## src/rtl/dmem_arb_pkg.sv

```systemverilog
// ---------------------------------------------------------------------------
// dmem_arb_pkg
// Shared definitions for the data-memory port arbiter of the dual-issue
// pipeline.
//   arb_state_t    : arbiter FSM states (IDLE, L1, L2, DONE)
//   RESULT_SRC_MEM : ResultSrc encoding that selects memory read data (a
//                    load); the control unit uses the same constant.
// ---------------------------------------------------------------------------
package dmem_arb_pkg;

  typedef enum logic [1:0] {
    IDLE = 2'd0,
    L1   = 2'd1,
    L2   = 2'd2,
    DONE = 2'd3
  } arb_state_t;

  localparam logic [1:0] RESULT_SRC_MEM = 2'b01;

endpackage

```

## src/rtl/sat_counter.sv

```systemverilog
// ---------------------------------------------------------------------------
// sat_counter
// Up-counter that sticks at all-ones instead of wrapping.
// Ports:
//   clk   : clock
//   rst_n : asynchronous active-low reset, clears the count
//   inc   : increment request for this cycle
//   count : current count, WIDTH bits
// ---------------------------------------------------------------------------
module sat_counter #(
  parameter int WIDTH = 16
) (
  input  logic             clk,
  input  logic             rst_n,
  input  logic             inc,
  output logic [WIDTH-1:0] count
);

  always_ff @(posedge clk or negedge rst_n) begin
    if (!rst_n) begin
      count <= '0;
    end else if (inc && (count != {WIDTH{1'b1}})) begin
      count <= count + 1'b1;
    end
  end

endmodule

```

## src/rtl/dmem_port_arbiter.sv

```systemverilog
// ---------------------------------------------------------------------------
// dmem_port_arbiter
// Serialises the single data-memory port between the two lanes of a
// dual-issue bundle at the memory stage. Lane 1 (older) goes first. Upstream
// stages are stalled while accesses are outstanding. Load data is captured
// per lane, and the bundle is released to writeback once every access has
// been acknowledged.
// Ports:
//   clk, rst_n            : clock, asynchronous active-low reset
//   MemWriteMx            : lane x store request
//   ResultSrcMx           : lane x result source (RESULT_SRC_MEM means load)
//   AddressingControlMx   : lane x byte/half/word and sign control
//   ALUResultMx           : lane x address
//   WriteDataMx           : lane x store data
//   mem_req/we/addr/wdata/ctrl : memory port request, held until mem_ack
//   mem_ack, mem_rdata    : access complete, with read data in the same cycle
//   stall                 : holds the execute-to-memory and earlier registers
//   mw_en                 : memory-to-writeback enable (bundle retires)
//   ReadDataMx            : captured load data for lane x
//   conflict_cnt          : saturating count of bundles in which both lanes
//                           needed memory
// ---------------------------------------------------------------------------
module dmem_port_arbiter
  import dmem_arb_pkg::*;
#(
  parameter logic [1:0] RESULT_SRC_MEM = dmem_arb_pkg::RESULT_SRC_MEM,
  parameter int         CNT_W          = 16
) (
  input  logic             clk,
  input  logic             rst_n,
  input  logic             MemWriteM1,
  input  logic             MemWriteM2,
  input  logic [1:0]       ResultSrcM1,
  input  logic [1:0]       ResultSrcM2,
  input  logic [2:0]       AddressingControlM1,
  input  logic [2:0]       AddressingControlM2,
  input  logic [31:0]      ALUResultM1,
  input  logic [31:0]      ALUResultM2,
  input  logic [31:0]      WriteDataM1,
  input  logic [31:0]      WriteDataM2,
  output logic             mem_req,
  output logic             mem_we,
  output logic [31:0]      mem_addr,
  output logic [31:0]      mem_wdata,
  output logic [2:0]       mem_ctrl,
  input  logic             mem_ack,
  input  logic [31:0]      mem_rdata,
  output logic             stall,
  output logic             mw_en,
  output logic [31:0]      ReadDataM1,
  output logic [31:0]      ReadDataM2,
  output logic [CNT_W-1:0] conflict_cnt
);

  arb_state_t state, next_state;

  logic load1, load2;
  logic need1, need2;
  logic cnt_inc;

  assign load1 = (ResultSrcM1 == RESULT_SRC_MEM);
  assign load2 = (ResultSrcM2 == RESULT_SRC_MEM);
  assign need1 = MemWriteM1 | load1;
  assign need2 = MemWriteM2 | load2;

  always_ff @(posedge clk or negedge rst_n) begin
    if (!rst_n) begin
      state <= IDLE;
    end else begin
      state <= next_state;
    end
  end

  // The request fields are only forwarded while a lane owns the port, so the
  // bus reads as all-zero whenever mem_req is low.
  always_comb begin
    next_state = state;
    mem_req    = 1'b0;
    mem_we     = 1'b0;
    mem_addr   = '0;
    mem_wdata  = '0;
    mem_ctrl   = '0;
    stall      = 1'b0;
    mw_en      = 1'b0;
    cnt_inc    = 1'b0;
    unique case (state)
      IDLE: begin
        if (need1 || need2) begin
          stall      = 1'b1;
          cnt_inc    = need1 && need2;
          next_state = need1 ? L1 : L2;
        end else begin
          mw_en = 1'b1;
        end
      end
      L1: begin
        mem_req   = 1'b1;
        mem_we    = MemWriteM1;
        mem_addr  = ALUResultM1;
        mem_wdata = WriteDataM1;
        mem_ctrl  = AddressingControlM1;
        stall     = 1'b1;
        if (mem_ack) begin
          next_state = need2 ? L2 : DONE;
        end
      end
      L2: begin
        mem_req   = 1'b1;
        mem_we    = MemWriteM2;
        mem_addr  = ALUResultM2;
        mem_wdata = WriteDataM2;
        mem_ctrl  = AddressingControlM2;
        stall     = 1'b1;
        if (mem_ack) begin
          next_state = DONE;
        end
      end
      DONE: begin
        mw_en      = 1'b1;
        next_state = IDLE;
      end
      default: begin
        next_state = IDLE;
      end
    endcase
  end

  // Only a load overwrites its lane's capture register. A store-only lane
  // and any ack outside L1/L2 leave the registers untouched.
  always_ff @(posedge clk or negedge rst_n) begin
    if (!rst_n) begin
      ReadDataM1 <= '0;
      ReadDataM2 <= '0;
    end else begin
      if ((state == L1) && mem_ack && load1) begin
        ReadDataM1 <= mem_rdata;
      end
      if ((state == L2) && mem_ack && load2) begin
        ReadDataM2 <= mem_rdata;
      end
    end
  end

  sat_counter #(
    .WIDTH(CNT_W)
  ) u_conflict_cnt (
    .clk  (clk),
    .rst_n(rst_n),
    .inc  (cnt_inc),
    .count(conflict_cnt)
  );

endmodule

```

## config.mk

```make
export PLATFORM = sky130hd
export DESIGN_NAME = dmem_port_arbiter
export DESIGN_NICKNAME = d
export VERILOG_FILES = /design/src/rtl/dmem_arb_pkg.sv /design/src/rtl/sat_counter.sv /design/src/rtl/dmem_port_arbiter.sv
export SDC_FILE = /design/constraint.sdc
export NUM_CORES = 1
export LEC_CHECK = 0
export CAP_MARGIN = 20
export CORE_AREA = 2 2 126 128
export CTS_CLUSTER_DIAMETER = 30
export DETAILED_ROUTE_END_ITERATION = 8
export DIE_AREA = 0 0 128 130
export GPL_ROUTABILITY_DRIVEN = 1
export GPL_TIMING_DRIVEN = 0
export PLACE_DENSITY_LB_ADDON = 0.12
export SLEW_MARGIN = 10
export SYNTH_ARGS = -nofsm -noshare
export SYNTH_HDL_FRONTEND = slang
export SYNTH_SLANG_ARGS = --single-unit
```

## constraint.sdc

```tcl
create_clock -name clk -period 2.1 [get_ports clk]
set_input_delay 0.315 -clock clk [delete_from_list [all_inputs] [get_ports clk]]
set_output_delay 0.315 -clock clk [all_outputs]
set_load 0.05 [all_outputs]
```

==> metrics.md <==
| Metric | Value |
|---|---|
| Setup TNS | `-0.0928 ns` |
| Syn_area_per_cell | `10.9 um2` |
| Status | `finished with violations` |
| Switching part of the total | `52.9%` |
| CTS root buffer | `clkbuf_16` |
| Share of layout cells above drive strength 1 | `42.8%` |
| Drc violations | `0` |
| Initial antenna violation count | `0` |
| F_max | `472 MHz` |
| RSZ-0062 raised after global routing | `yes` |
| Register area | `2050 um2` |
| Dpl hpwl | `14400 um` |
| Initial Util | `28.4%` |
| Slew Limit Headroom | `58.2%` |
| GRT Util Overall | `20.5%` |
| Worst EP required | `1.78 ns` |
| GP Congestion | `0.876` |
| Worst slew pin tran | `0.625 ns` |
| Skew final | `0.00489 ns` |
| Syn nets | `583` |
| Nets@finish | `932` |
| Leak Pwr | `3.75 nW` |
| CP Max Fanout | `7` |
| Synthesis-stage register bit count | `82` |
| R2r setup slk | `0.19 ns` |
| Min cycle time layout | `2.12 ns` |
| I/O pins | `326` |
| Sequential share of power | `15.0%` |
| Part of the power in the clock network | `9.9%` |
| Die Span X | `128 um` |
| Violated checks | `negative setup slack` |
| Final Hold Viols | `0` |
| Routed len/inst | `19.8 um` |
| Reg-to-reg startpoint | `state[1]` |
| Post-Syn Instances | `401` |
| Layout area overhead | `112%` |
| Crit Reg-Reg Endpoint | `u_conflict_cnt.count[12]` |
| Max-cap viol count | `0` |
| 1st-iter DRT viols | `259` |
| Clock latency on the worst-skew pair | `0.33 ns` |
| Worst path arrival time | `1.80 ns` |
| Largest net degree at the start of global routing | `59` |
| TritonCTS Buffers | `9` |
| Psw | `9.82 mW` |
| Fillers | `1259` |
| Routed WL | `18700 um` |
| DIE AREA | `16600 um2` |
| HP Class | `input port to asynchronous set/reset pin` |
| Remaining global-route overflow | `0` |
| H-tree levels | `3` |
| Clk sinks | `82` |
| Final hold slack | `0.433 ns` |
| Sequential fraction of the synthesis area | `46.9%` |
| CTS max path bufs | `2` |
| Multi-input gate area in the final layout | `2740 um2` |
| Critical Path Sink Type | `output pin` |
| Setup violators final | `9` |
| DR vias/cell | `4.93` |
| Via count | `4677` |
| Port-buffer cells | `325` |
| First-pass GRT wire length | `26600 um` |
| Rows | `46` |
| CTS tree | `yes` |
| Yosys warnings | `0` |
| Critical path type | `register to output pin` |
| Post-route clock period utilization | `101%` |
| Pwr/cell area | `2000 nW/um2` |
| Synthesized area | `4380 um2` |
| Drt pass-1 iters | `4` |
| ANT nets after route | `0` |
| Count of different cell masters after synthesis | `40` |
| Logic pwr share | `75.1%` |
| Worst Slack Setup Final | `-0.0190 ns` |
| Reg clk slew, reported paths | `0.07 ns` |
| Core area | `15400 um2` |
| CP Launch Type | `register` |
| Dpl ws | `-0.991 ns` |
| R2R depth | `6` |
| Die H | `130 um` |
| Slew Limit Fails | `0` |
| Worst IR drop on VDD | `1.16 mV` |
| Power Internal | `8.73 mW` |
| Number of global-route vias before repair | `4832` |
-- cell usage after synthesis --
library cell  instances  share of area (%)
buf_6                 2               0.51
nor3_2                3               0.69
nor4_1                5               0.71
o41ai_2               1               0.37
ha_1                  7                2.0
nand4_2               2               0.57
and2_1                3               0.43
a31oi_1               1               0.14
nor4b_1               1               0.20
and4_1                2               0.40
nand2_1               7               0.60
a21o_1                1               0.17
and2b_1               1               0.17
and2b_2               1               0.20
o21ai_0               2               0.23
clkbuf_1             16                1.4
o32a_1                1               0.23
nand2b_1              1               0.14
clkinv_1              1              0.086
a21oi_1               2               0.23
and3_1                1               0.14
or3_4                 1               0.26
o22ai_2               1               0.29
nor2_1               72                6.2
nand4_1               6               0.86
mux2_1                1               0.26
buf_2                 8               0.91
xor2_1               14                2.8
nor4_2                4                1.1
dfrtp_1              82                 47
o21bai_1              1               0.17
buf_1                 5               0.43
mux2_2               64                 16
nand3_1               4               0.46
nor3_1                2               0.23
mux2_4                1               0.34
nor4_4                1               0.49
a22oi_1              68                 12
inv_1                 4               0.34
mux2i_1               1               0.23
-- critical path: stages (launching register included) --
cell,delay (ns)
dfrtp_2,0.42
inv_4,0.07
ha_4,0.30
clkinv_8,0.08
clkbuf_16,0.17
clkbuf_16,0.17
nor2_4,0.10
buf_8,0.15
-- how the worst max path moves through the flow --
stage / from / end / slack, ns
2_1_floorplan: state[0] / mem_addr[23] / -0.13
3_3_place_gp: rst_n / ReadDataM1[22] / -2.11
3_5_place_dp: state[1] / mem_addr[31] / -0.99
4_1_cts: state[1] / mem_ctrl[0] / -0.03
5_1_grt: state[0] / mem_ctrl[0] / -0.11
6_report: state[1] / mem_addr[17] / -0.02
-- timing repair --
| action | in CTS | in global routing |
|---|---|---|
| buffers inserted | 6 | 2 |
| endpoints found under the setup margin | 132 | 71 |
| gates cloned | 2 | 3 |
| pin swaps | 2 | 20 |
| resized for setup | 522 | 89 |
| endpoints found under the hold margin | 24 | 0 |
| hold buffers | 1 | 0 |
-- routing by layer --
metal  track usage, %  routed length, um  vias up  part of all wire [%]
met4             6.08                410        0                   2.2
met3             6.68               1580       25                   8.4
met5                0                  0        -                     0
li1                 -                  -     2165                     -
met1             24.7               7270     2286                    39
met2             35.1               9480      201                    51
-- layout by cell type, fill, tap and decap left out, types with 3 or more instances in the layout --
cell type / count
nor2_1: 4
nand2_1: 7
dfrtp_1: 80
nand4_1: 6
buf_2: 6
a22oi_2: 34
nor2_4: 39
clkbuf_16: 13
nor2_2: 29
mux2_2: 64
ha_4: 3
nand3_1: 4
buf_8: 12
bufinv_16: 3
ha_1: 3
nor4_2: 4
clkbuf_8: 5
buf_4: 21
and2_1: 3
nor3_2: 3
clkdlybuf4s50_1: 253
xor2_1: 14
buf_6: 60
nor4_1: 5
a22oi_1: 34
-- power by group through the flow --
stage                     sequential (mW)  clock [mW]  combinational (mW)
after floorplan                      5.17           0                5.84
after global routing                 2.88        1.94                14.5
after detailed placement             2.79           0                12.2
after CTS                            2.79        1.88                13.1
after global placement               2.75           0                12.1
final                                2.78        1.84                13.9
-- sequential cells by signal, indices dropped and copies added, names as in the netlist --
signal                flops
state                     2
ReadDataM2               32
u_conflict_cnt.count     16
ReadDataM1               32
-- cells by family after synthesis --
group	after synthesis	synth area share, %
compound gates	78	13.5
xor+xnor	14	2.80
fa+ha+maj	7	2.00
buf+inv	36	3.66
flops	82	46.9
mux	67	17.3
simple gates	117	13.9
-- final cells by class --
cell class	count	share of cell area [%]
flip-flops and latches	82	22.1
diodes	1	0.0269
multi-input cells	283	29.5
clock inverters	7	1.33
repair buffers	340	38.0
plain buffers	29	3.59
inverters	5	0.390
well taps	192	2.58
clock buffers	9	2.42
-- through the flow --
| stage | util (%) | total power [mW] | std cells | cell area [um2] |
|---|---|---|---|---|
| 2_1_floorplan | - | 11.0 | 401 | 4760 |
| 3_3_place_gp | 53.5 | 14.9 | 918 | 8260 |
| 3_5_place_dp | 53.7 | 15.0 | 919 | 8280 |
| 4_1_cts | 57.7 | 17.8 | 942 | 8900 |
| 5_1_grt | 60.3 | 19.3 | 947 | 9290 |
| 6_report | 60.3 | 18.6 | 948 | 9300 |
Note: power is estimated with default switching activity, not from simulation.
